--- config.mk ---
export PLATFORM = sky130hd
export DESIGN_NAME = exu_wb_arbiter
export DESIGN_NICKNAME = d
export VERILOG_FILES = /design/src/rtl/exu_wb_arbiter.sv
export SDC_FILE = /design/constraint.sdc
export NUM_CORES = 1
export LEC_CHECK = 0
export CORE_ASPECT_RATIO = 2
export CORE_MARGIN = 2
export CORE_UTILIZATION = 55
export DETAILED_ROUTE_END_ITERATION = 6
export GPL_TIMING_DRIVEN = 0
export MAX_ROUTING_LAYER = met4
export PLACE_DENSITY_LB_ADDON = 0.05
export SETUP_SLACK_MARGIN = 0.02
export SYNTH_ARGS = -nofsm -noshare
export SYNTH_HDL_FRONTEND = slang
export SYNTH_SLANG_ARGS = --single-unit
--- constraint.sdc ---
create_clock -name clk -period 10.8 [get_ports clk]
set_input_delay 1.62 -clock clk [delete_from_list [all_inputs] [get_ports clk]]
set_output_delay 1.62 -clock clk [all_outputs]
set_load 0.02 [all_outputs]
--- src/rtl/exu_wb_arbiter.sv ---
// Execute-stage writeback collector: per-channel result FIFOs drained by a
// fixed-priority or round-robin arbiter into one registered register-file write port.
module exu_wb_arbiter #(
  parameter int unsigned XLEN     = 32,
  parameter int unsigned NCH      = 5,
  parameter int unsigned DEPTH    = 2,
  parameter int unsigned ARB_MODE = 1
) (
  input  logic                 clk,
  input  logic                 rst_n,
  input  logic                 flush,
  input  logic [NCH-1:0]       ch_valid,
  output logic [NCH-1:0]       ch_ready,
  input  logic [NCH*XLEN-1:0]  ch_data,
  input  logic [NCH*5-1:0]     ch_rd_addr,
  input  logic [NCH*XLEN-1:0]  ch_tag,
  input  logic [NCH*32-1:0]    ch_instr,
  output logic [XLEN-1:0]      wb_data,
  output logic [4:0]           wb_rd_addr,
  output logic                 wb_rd_wr_en,
  output logic [XLEN-1:0]      wb_tag,
  output logic [31:0]          wb_instr,
  input  logic [4:0]           pend_addr,
  output logic                 pend_hit,
  output logic                 wb_busy
);

  localparam int unsigned RD_W    = 5;
  localparam int unsigned INSTR_W = 32;
  localparam int unsigned PTR_W   = $clog2(DEPTH);
  localparam int unsigned CNT_W   = $clog2(DEPTH + 1);
  localparam int unsigned IDX_W   = $clog2(NCH);

  typedef struct packed {
    logic [XLEN-1:0]    data;
    logic [RD_W-1:0]    rd;
    logic [XLEN-1:0]    tag;
    logic [INSTR_W-1:0] instr;
  } entry_t;

  entry_t             fifo_mem [NCH][DEPTH];
  entry_t             push_ent [NCH];
  logic [PTR_W-1:0]   wr_ptr   [NCH];
  logic [PTR_W-1:0]   rd_ptr   [NCH];
  logic [CNT_W-1:0]   count    [NCH];
  logic [NCH-1:0]     non_empty;
  logic [NCH-1:0]     push;
  logic [NCH-1:0]     pop;
  logic [IDX_W-1:0]   rr_ptr;
  logic [IDX_W-1:0]   rr_nxt;
  logic [IDX_W-1:0]   cand;
  logic [IDX_W-1:0]   gnt_idx;
  logic               gnt_vld;
  entry_t             head;
  logic [PTR_W-1:0]   slot_off;

  // Unpack channel payloads; ready reflects registered occupancy only
  always_comb begin
    for (int i = 0; i < NCH; i++) begin
      push_ent[i].data  = ch_data[i*XLEN +: XLEN];
      push_ent[i].rd    = ch_rd_addr[i*RD_W +: RD_W];
      push_ent[i].tag   = ch_tag[i*XLEN +: XLEN];
      push_ent[i].instr = ch_instr[i*INSTR_W +: INSTR_W];
      non_empty[i]      = (count[i] != '0);
      ch_ready[i]       = (count[i] != CNT_W'(DEPTH));
      push[i]           = ch_valid[i] & ch_ready[i];
    end
  end

  // Head selection: fixed priority from channel 0, or rotating from rr_ptr
  always_comb begin
    gnt_vld = 1'b0;
    gnt_idx = '0;
    cand    = '0;
    for (int unsigned k = 0; k < NCH; k++) begin
      if (ARB_MODE == 1) begin
        cand = IDX_W'((32'(rr_ptr) + k) % NCH);
      end else begin
        cand = IDX_W'(k);
      end
      if (!gnt_vld && non_empty[cand]) begin
        gnt_vld = 1'b1;
        gnt_idx = cand;
      end
    end
  end

  always_comb begin
    head   = fifo_mem[gnt_idx][rd_ptr[gnt_idx]];
    pop    = gnt_vld ? (NCH'(1) << gnt_idx) : '0;
    rr_nxt = (gnt_idx == IDX_W'(NCH - 1)) ? '0 : gnt_idx + IDX_W'(1);
  end

  // FIFO pointers and occupancy; flush discards everything including same-cycle pushes
  always_ff @(posedge clk or negedge rst_n) begin
    if (!rst_n) begin
      for (int i = 0; i < NCH; i++) begin
        wr_ptr[i] <= '0;
        rd_ptr[i] <= '0;
        count[i]  <= '0;
      end
    end else if (flush) begin
      for (int i = 0; i < NCH; i++) begin
        wr_ptr[i] <= '0;
        rd_ptr[i] <= '0;
        count[i]  <= '0;
      end
    end else begin
      for (int i = 0; i < NCH; i++) begin
        if (push[i]) wr_ptr[i] <= wr_ptr[i] + PTR_W'(1);
        if (pop[i])  rd_ptr[i] <= rd_ptr[i] + PTR_W'(1);
        if (push[i] && !pop[i]) begin
          count[i] <= count[i] + CNT_W'(1);
        end else if (!push[i] && pop[i]) begin
          count[i] <= count[i] - CNT_W'(1);
        end
      end
    end
  end

  always_ff @(posedge clk) begin
    for (int i = 0; i < NCH; i++) begin
      if (!flush && push[i]) fifo_mem[i][wr_ptr[i]] <= push_ent[i];
    end
  end

  // Registered write port; rd = 0 entries consume the slot without a strobe
  always_ff @(posedge clk or negedge rst_n) begin
    if (!rst_n) begin
      wb_rd_wr_en <= 1'b0;
      wb_data     <= '0;
      wb_rd_addr  <= '0;
      wb_tag      <= '0;
      wb_instr    <= '0;
      rr_ptr      <= '0;
    end else if (flush) begin
      wb_rd_wr_en <= 1'b0;
      wb_data     <= '0;
      wb_rd_addr  <= '0;
      wb_tag      <= '0;
      wb_instr    <= '0;
    end else if (gnt_vld) begin
      wb_rd_wr_en <= (head.rd != '0);
      wb_data     <= head.data;
      wb_rd_addr  <= head.rd;
      wb_tag      <= head.tag;
      wb_instr    <= head.instr;
      rr_ptr      <= rr_nxt;
    end else begin
      wb_rd_wr_en <= 1'b0;
    end
  end

  // RAW query against every live FIFO slot and the output stage
  always_comb begin
    pend_hit = 1'b0;
    slot_off = '0;
    if (pend_addr != '0) begin
      if (wb_rd_wr_en && (wb_rd_addr == pend_addr)) pend_hit = 1'b1;
      for (int i = 0; i < NCH; i++) begin
        for (int j = 0; j < DEPTH; j++) begin
          slot_off = PTR_W'(j) - rd_ptr[i];
          if ((CNT_W'(slot_off) < count[i]) && (fifo_mem[i][j].rd == pend_addr)) begin
            pend_hit = 1'b1;
          end
        end
      end
    end
  end

  assign wb_busy = (|non_empty) | wb_rd_wr_en;

endmodule

## Word-level counts from Yosys, hierarchy flattened

Memory sizes are Yosys's and may differ from the RTL's.
Cells that the tools add are included.

| storage, ports and cells | value |
|---|---|
| memories | 1 |
| bits in writable memories | 1010 |
| bits of input ports | 518 |
| register bits after elaboration | 125 |

| operators by class | value |
|---|---|
| shift operators | 1 |
| equality and inequality tests | 17 |
| bitwise operators | 14 |
| $add $sub $neg | 35 |
| reductions and logical operators | 75 |
| divide/modulo/power cells | 5 |
| order comparisons | 27 |
| mux-type cells | 93 |

Memories:

| name | words | width | read ports | clocked after Yosys merged registers in | write ports | RTL line | text |
|---|---|---|---|---|---|---|---|
| fifo_mem | 5 | 202 | 6 | 0 | 5 | 41 | `entry_t fifo_mem [NCH][DEPTH];` |

Operators with widths:

| operator | count |
|---|---|
| 202-bit 2-to-1 mux | 5 |
| 101-bit 2-to-1 mux | 8 |
| 101-bit demux with 1-bit select | 5 |
| 32-bit 2-to-1 mux | 6 |
| 32-bit by 3-bit remainder unit with 32-bit output, second input constant | 4 |
| 5-bit == test | 11 |
| 1-bit 2-to-1 mux | 41 |
| 1-bit logical AND | 35 |
| 3-bit by 3-bit remainder unit with 32-bit output, second input constant | 1 |
| 2-bit nonzero test | 16 |
| 5-bit 2-to-1 mux | 5 |
| 1-bit by 2-bit less-than comparator with 1-bit output | 10 |
| 3-bit by 4-bit less-than comparator with 1-bit output, second input constant | 5 |
| 2-bit 2-to-1 mux | 10 |
| 1-bit binary-select mux with 3-bit select | 6 |
| 3-bit 2-to-1 mux | 6 |
| 1-bit zero test | 15 |
| 3-bit nonzero test | 5 |
| 2-bit greater-or-equal comparator, second input constant | 6 |
| 1-bit NOT with 2-bit output | 6 |
| 1-bit adder, second input constant | 10 |
| 2-bit by 1-bit adder with 2-bit output, second input constant | 5 |
| 2-bit by 1-bit less-than comparator with 1-bit output, second input constant | 5 |
| 10-bit 2-to-1 mux | 1 |
| 17 further kinds | 40 |

## Depth between registers and ports, before layout

Gate-level depths: netlist of run 1.

| depth | value |
|---|---|
| word-level depth | 27 |
| depth in mapped cells | 26 |
| mapped depth without buffers | 22 |

## Least setup slack after synthesis of run 1

Ideal clock, no wire load.

| timing | value |
|---|---|
| kind | in2reg |
| start point | input port flush |
| end point | memory fifo_mem[0][0] (netlist name), enable pin |
| required time | 10.095 ns |
| data arrival time | 9.345 ns |
| stages on the path | 3 |
| setup slack | 0.750 ns |
| library setup time | 0.705 ns |
| path buffers | 2 |
| path through | clkbuf_1 > clkbuf_1 > nor3b_1 |

RTL lines:

| item | RTL line | text |
|---|---|---|
| from (decl) | 11 | `input logic flush,` |
| to (decl) | 41 |  |

## Final worst setup path of run 1

| timing | value |
|---|---|
| start point | register rr_ptr[1] |
| end point | register wb_data[26] |

| between the ends | value |
|---|---|
| cells in the longest elaborated chain, start to end | 26 |

RTL lines:

| item | RTL line | text |
|---|---|---|
| from (decl) | 49 | `logic [IDX_W-1:0] rr_ptr;` |
| from (signal assigned) | 148 | `rr_ptr <= rr_nxt;` |
| branches (longest 26 deep; another with 32-bit by 3-bit remainder unit with 32-bit output) | n/a |  |
| to (signal assigned) | 144 | `wb_data <= head.data;` |
| to (decl) | 18 | `output logic [XLEN-1:0] wb_data,` |

Parallel ways; which one is timed is not known. The select of a mux whose other input is x is not followed.
A chain may end at the register's enable or synchronous reset.

==> impl_results.md, run 1 <==
- Worst endpoint required time: 11.37 ns
- YS warnings: 0
- Worst-skew pair later-pin latency: 0.72 ns
- Final slew viol count: 0
- Synthesized area per cell: 15.4 um^2
- Post-synthesis xor/xnor area fraction: 0.0158
- Least-Margin Pin Slew: 1.44 ns
- Final WL: 159,000 um
- Synth Area in Simple Gates: 0.0553
- Fillers: 5,781
- Hold Crit Depth: 2
- Setup TNS: 0 ns
- Area delta synth->final: 26.8%
- Vias in the first global route: 33.1k
- Syn Nets: 3,629
- Slew headroom: 0.0372
- CTS tree: yes
- # nets final: 4,483
- Setup violators final: 0
- Port bufs: 625
- RSZ-0062 raised after global routing: false
- Global-route wire length before repair: 224,000 um
- Largest net degree at the start of global routing: 77
- Total number of vias: 31.1k
- Hold Vio Cnt, Final: 0
- Post-synthesis mux area share: 0.150
- DR pass1 iterations: 5
- Synth Register Bits: 1,135
- Final Cell Area: 60,400 um^2
- Root buf cell: clkbuf_16
- Max FO, Critical Path: 11
- DP Wirelength: 121,000 um
- Die area: 89,100 um^2
- Synthesized cell area: 47,600 um^2
- Clock skew: 0.0326 ns
- Critical path data arrival time: 8.42 ns
- Largest buffer count on any clock path: 3
- Compound-gate portion of the synthesized area: 0.0496
- Primary FF master, synth: edfxtp_1
- WHS Endpoint: wb_data[29]$_DFFE_PN0P_
- Die Width: 212 um
- R2r worst-path depth: 23
- Fmax: 127 MHz
- Crit path from: rr_ptr[1]$_DFFE_PN0P_
- Resized Gates After CTS: 0
- FFs w/ async S/R, synth: 0.110
- Initial antenna violation count: 65
- Post-synthesis sequential area ratio: 0.703
- Synth Instances: 3,091
- CORE AREA: 85,800 um^2
- CP endpoint kind: flip-flop
- Remaining Overflow, GRT: 0
- DR vias/cell: 5.92
- Setup crit start kind: flip-flop
- Cts hold-fix bufs: 0
- Layout cell share with drive strength beyond 1: 0.0998
- Min-delay src: wb_data[29]$_DFFE_PN0P_
- RePlAce Congestion: 0.949
- Drt initial violations: 2,577
- Die Ht: 420 um
- Setup bufs post-CTS: 0
- Reg-to-reg setup timing slack: 2.95 ns
- # rows: 152
- WL/cell: 30.3 um
- Routed Antenna Nets: 0
- Status: complete, no violations
- Starting Density: 0.555
- Area after DPL: 56,900 um^2
- GRT Util Overall: 0.370
- Kind of critical path: reg -> reg
- Adder-cell share of the synthesized area: 0.00526
- # IOs: 627
- Synth cell types: 77
- Hold crit path type: reg -> reg
- Max-Cap Viols: 0
- Reg2reg end: wb_data[26]$_DFFE_PN0P_
- RR Startpoint: rr_ptr[1]$_DFFE_PN0P_
- CTS Sinks: 1,135
- EDFF count, synth: 1,010
- Worst-path clk slew: 0.07 ns
- Tcrit/Tclk final: 0.727
- Htree depth: 3
- TritonCTS Buffers: 95
- Largest family of logic cells by synthesized area: multiplexers
- Tmin final: 7.85 ns
- Remaining DRCs: 0
==> Yosys cell counts, types with 12 or more instances <==
master       n  share of area
mux2_1      91          0.022
a21oi_1    123          0.013
buf_2       48         0.0050
nor4_1      15         0.0020
mux2_2      12         0.0028
a211oi_1    23         0.0036
nand3_1    120          0.013
nand2_1    327          0.026
nor2_1      44         0.0035
inv_1       19         0.0015
o21ai_0     20         0.0021
o211ai_1   103          0.016
mux2i_1    595           0.13
dfrtp_1    125          0.066
xnor2_1     40         0.0074
clkbuf_1   110         0.0087
edfxtp_1  1010           0.64
xor2_1      46         0.0085
nor3_1      19         0.0020
buf_1       17         0.0013
ha_1        20         0.0053
==> worst max-delay path, stage by stage (launching register included) <==
cell and delay (ns):
dfrtp_1 0.45, clkbuf_1 0.47, inv_1 0.36, ha_1 0.39, inv_1 0.09, ha_1 0.21
buf_2 0.18, inv_1 0.21, ha_1 0.27, or3_4 0.18, a21oi_1 0.10, a2111oi_0 0.73
o211ai_1 0.27, o221ai_2 0.18, mux2_2 0.42, a211oi_2 0.25, buf_4 0.22, clkbuf_1 1.04
buf_2 0.62, mux2i_1 0.27, mux2i_1 0.10, mux2_1 0.39, o211ai_1 0.19, a21oi_1 0.09
==> through the flow <==
stage / cells / utilization / hold WS [ns] / worst slack [ns]
after detailed placement: 5003 / 0.663 / 0.512 / 3.00
after global placement: 4871 / 0.645 / 0.508 / -9.09
final: 5253 / 0.704 / 0.519 / 2.95
after floorplan: 3091 / - / 0.519 / 0.750
after CTS: 5182 / 0.702 / 0.521 / 2.95
after global routing: 5248 / 0.704 / 0.536 / 2.70
==> state kept, by name, indices dropped and copies added (netlist names) <==
signal       count
fifo_mem      1010
wb_data         32
wb_instr        32
wb_tag          32
count           10
rd_ptr           5
wb_rd_addr       5
wr_ptr           5
rr_ptr           3
wb_rd_wr_en      1
==> worst max-delay path by stage <==
stage	endpoint	slack, ns	depth (start not counted)
2_1_floorplan	fifo_mem[0][0]$_DFFE_PP_	0.75	3
3_5_place_dp	wb_instr[25]$_DFFE_PN0P_	3.00	25
4_1_cts	wb_instr[25]$_DFFE_PN0P_	2.95	25
5_1_grt	wb_tag[6]$_DFFE_PN0P_	2.70	25
3_3_place_gp	fifo_mem[1][59]$_DFFE_PP_	-9.09	3
6_report	wb_data[26]$_DFFE_PN0P_	2.95	23
==> cells by family after synthesis <==
kind of cell	after synthesis
flip-flops	1135
multiplexers	700
AND/OR/NAND/NOR	591
AO/OA/AOI/OAI	348
buffers and inverters	211
XOR/XNOR	86
adder cells (fa/ha/maj)	20
==> cell type report <==
class                      count  area [um^2]  area share
multi-input combinational   1745        13200       0.219
buffer                       188          898      0.0149
clock buffer                 131         2770      0.0458
inverter                      23         86.3     0.00143
tap                         1155         1450      0.0239
antenna                       71          178     0.00294
sequential                  1135        33500       0.554
clock inverter                48          515     0.00854
timing repair buffer         757         7810       0.129
==> routing by layer <==
layer | global-route usage | vias to the layer above | wire length, um
li1 | - | 13600 | -
met1 | 0.390 | 15700 | 54200
met2 | 0.625 | 1458 | 81400
met3 | 0.112 | 350 | 15300
met4 | 0.186 | 0 | 8220
met5 | - | - | 0
==> placed cells by master, fill, tap and decap left out, drive strengths merged, types with 6 or more instances in the layout <==
cell type | netlist | routed
o21ai | 23 | 23
nor3b | 6 | 6
or2 | 10 | 10
ha | 20 | 20
clkinv | 1 | 28
a21o | 6 | 6
a21oi | 125 | 125
xor2 | 46 | 46
dfrtp | 125 | 125
nand3 | 120 | 120
nor2b | 6 | 6
diode | 0 | 71
buf | 78 | 211
clkbuf | 110 | 241
mux2 | 103 | 103
a211oi | 26 | 26
inv | 22 | 25
nor4 | 15 | 15
o2111ai | 8 | 8
clkinvlp | 0 | 9
mux2i | 595 | 595
o211ai | 103 | 103
and2 | 10 | 10
bufinv | 0 | 9
edfxtp | 1010 | 1010
nand2b | 9 | 9
a2111oi | 7 | 7
nand2 | 327 | 327
nor3 | 19 | 19
nor2 | 44 | 44
clkdlybuf4s50 | 0 | 624
or3 | 8 | 8
xnor2 | 40 | 40
Power of run 1 is left out: the tool's default activity adds up to more than one toggle a clock period on the data nets, which glitch-free logic cannot reach.
==> run 2, diff against run 1 <==
- clock period: 10.8 -> 7.4 ns (I/O delays scaled with it)
==> impl_results.md, run 2 (synthesized netlist as in run 1, its figures left out) <==
- Global-route wire length before repair: 224,000 um (about the same)
- Worst-skew pair later-pin latency: 0.72 ns (about the same)
- RSZ-0062 raised after global routing: false
- Routed Antenna Nets: 0 (unchanged)
- Largest net degree at the start of global routing: 77 (unchanged)
- Remaining Overflow, GRT: 0 (unchanged)
- Starting Density: 0.555 (unchanged)
- Fillers: 5,786 (+0.086%)
- WL/cell: 30.3 um (about the same)
- Total number of vias: 31.1k (+0.061%)
- Max-Cap Viols: 0 (unchanged)
- CORE AREA: 85,800 um^2 (unchanged)
- Setup TNS: 0 ns (unchanged)
- Setup violators final: 0 (unchanged)
- RePlAce Congestion: 0.949 (unchanged)
- Clock skew: 0.0330 ns (+0.000361 ns)
- Initial antenna violation count: 65 (unchanged)
- Die area: 89,100 um^2 (unchanged)
- TritonCTS Buffers: 95 (unchanged)
- CTS Sinks: 1,135 (unchanged)
- Hold crit path type: in -> async
- CP max stage cell: buf_2
- Final setup margin: 0.224 ns (-2.72 ns)
- Remaining DRCs: 1 (+1)
- Port bufs: 625 (unchanged)
- Tcrit/Tclk final: 0.970 (+0.243)
- Setup bufs post-CTS: 0 (unchanged)
- Tmin final: 7.18 ns (-0.677 ns)
- Largest delay contributor family on the critical path: buffers and inverters
- CTS tree: yes
- CP Buf/Inv Count: 8 (unchanged)
- Die Width: 212 um (unchanged)
- Largest buffer count on any clock path: 3 (unchanged)
- Worst endpoint required time: 7.97 ns (-3.40 ns)
- Max FO, Critical Path: 12 (+1)
- Crit-path cells: clkbuf_2 -> inv_1 -> ha_1 -> inv_1 -> ha_1 -> buf_2 -> inv_1 -> ha_1 -> or3_4 -> a21oi_1 -> a311oi_2 -> or3_4 -> o221ai_2 -> mux2_2 -> a211oi_2 -> buf_4 -> buf_2 -> buf_2 -> mux2i_1 -> mux2i_1 -> mux2_1 -> o211ai_1 -> a21oi_1
- Critical path's largest stage delay: 0.57 ns (-0.47 ns)
- # IOs: 627 (unchanged)
- Kind of critical path: reg -> reg
- Drt initial violations: 2,662 (+3.3%)
- DP Wirelength: 121,000 um (unchanged)
- Least-Margin Pin Slew: 1.47 ns (+0.0230 ns)
- Area delta synth->final: 26.9% (about the same)
- CP endpoint kind: flip-flop
- Worst slack, placed: -0.404 ns (-3.40 ns)
- Slew headroom: 0.0218 (-0.0153)
- Htree depth: 3 (unchanged)
- DR pass1 iterations: 7 (+2)
- Leading cell type in the layout, fill and taps excluded: edfxtp_1
- Die Ht: 420 um (unchanged)
- Critical path data arrival time: 7.75 ns (-0.67 ns)
- Root buf cell: clkbuf_16
- Final slew viol count: 0 (unchanged)
- Hold Vio Cnt, Final: 0 (unchanged)
- Status: finished, violations left
- Fmax: 139 MHz (+9.4%)
- DR vias/cell: 5.93 (+0.12%)
- Failing checks: DRC
- Final WL: 159,000 um (about the same)
- Vias in the first global route: 33.1k (-0.0060%)
- Layout cell share with drive strength beyond 1: 0.104 (+0.00372)
- # rows: 152 (unchanged)
- Most frequent cells in the layout: 1,010 x edfxtp_1, 624 x clkdlybuf4s50_1, 595 x mux2i_1
- Number of flip-flops in the largest register: 1,010 (unchanged)
- Worst-path clk slew: 0.07 ns (about the same)
- GRT Util Overall: 0.370 (about the same)
- # nets final: 4,483 (unchanged)
- Setup crit start kind: flip-flop
-- run 2: final timing paths --
kind / endpoint / startpoint / slack, ns / cells past startpoint
max reg2reg: wb_instr[25]$_DFFE_PN0P_ / rr_ptr[1]$_DFFE_PN0P_ / 0.22 / 23
max in group asynchronous: wb_tag[4]$_DFFE_PN0P_ / rst_n / 6.17 / 2
max: wb_instr[25]$_DFFE_PN0P_ / rr_ptr[1]$_DFFE_PN0P_ / 0.22 / 23
min in group clk: wb_data[29]$_DFFE_PN0P_ / wb_data[29]$_DFFE_PN0P_ / 0.52 / 2
min: wb_instr[31]$_DFFE_PN0P_ / rst_n / 0.36 / 1
min reg2reg: wb_data[29]$_DFFE_PN0P_ / wb_data[29]$_DFFE_PN0P_ / 0.52 / 2
-- run 2: layout make-up --
type                       count  area (um^2)  share of cell area
antenna                       68          170             0.00282
buffer                       188          918              0.0152
clock buffer                 131         2770              0.0458
clock inverter                48          515             0.00853
inverter                      23         86.3             0.00143
multi-input combinational   1745        13200               0.219
sequential                  1135        33500               0.554
tap                         1155         1450              0.0239
timing repair buffer         757         7810               0.129
-- run 2: stage by stage --
| stage | hold WS [ns] | util | cells | area, um^2 |
|---|---|---|---|---|
| after floorplan | 0.519 | - | 3091 | 47600 |
| after global placement | 0.508 | 0.645 | 4871 | 55300 |
| after detailed placement | 0.512 | 0.663 | 5003 | 56900 |
| after CTS | 0.363 | 0.702 | 5182 | 60200 |
| after global routing | 0.411 | 0.704 | 5248 | 60400 |
| final | 0.363 | 0.704 | 5250 | 60400 |
-- run 2: repair_timing --
action                                  4_1_cts  5_1_grt
hold buffers                                  0        0
pin swaps                                     0        0
resized for setup                            10       26
endpoints found under the setup margin      101      104
-- run 2: routing by layer --
metal  vias up  wire, um  global-route usage
li1      13600         -                   -
met1     15700     54700               0.390
met2      1485     81300               0.625
met3       350     14900               0.112
met4         0      8230               0.186
met5         -         0                   -
-- run 2: worst reg2reg max path, cell delays in order, from the launching register on --
cell      delay (ns)
dfrtp_1         0.45
clkbuf_2        0.26
inv_1           0.36
ha_1            0.38
inv_1           0.08
ha_1            0.27
buf_2           0.21
inv_1           0.16
ha_1            0.26
or3_4           0.38
a21oi_1         0.20
a311oi_2        0.17
or3_4           0.44
o221ai_2        0.28
mux2_2          0.43
a211oi_2        0.25
buf_4           0.22
buf_2           0.57
buf_2           0.50
mux2i_1         0.32
mux2i_1         0.11
mux2_1          0.41
o211ai_1        0.21
a21oi_1         0.11
Power of run 2 is left out for the same reason.
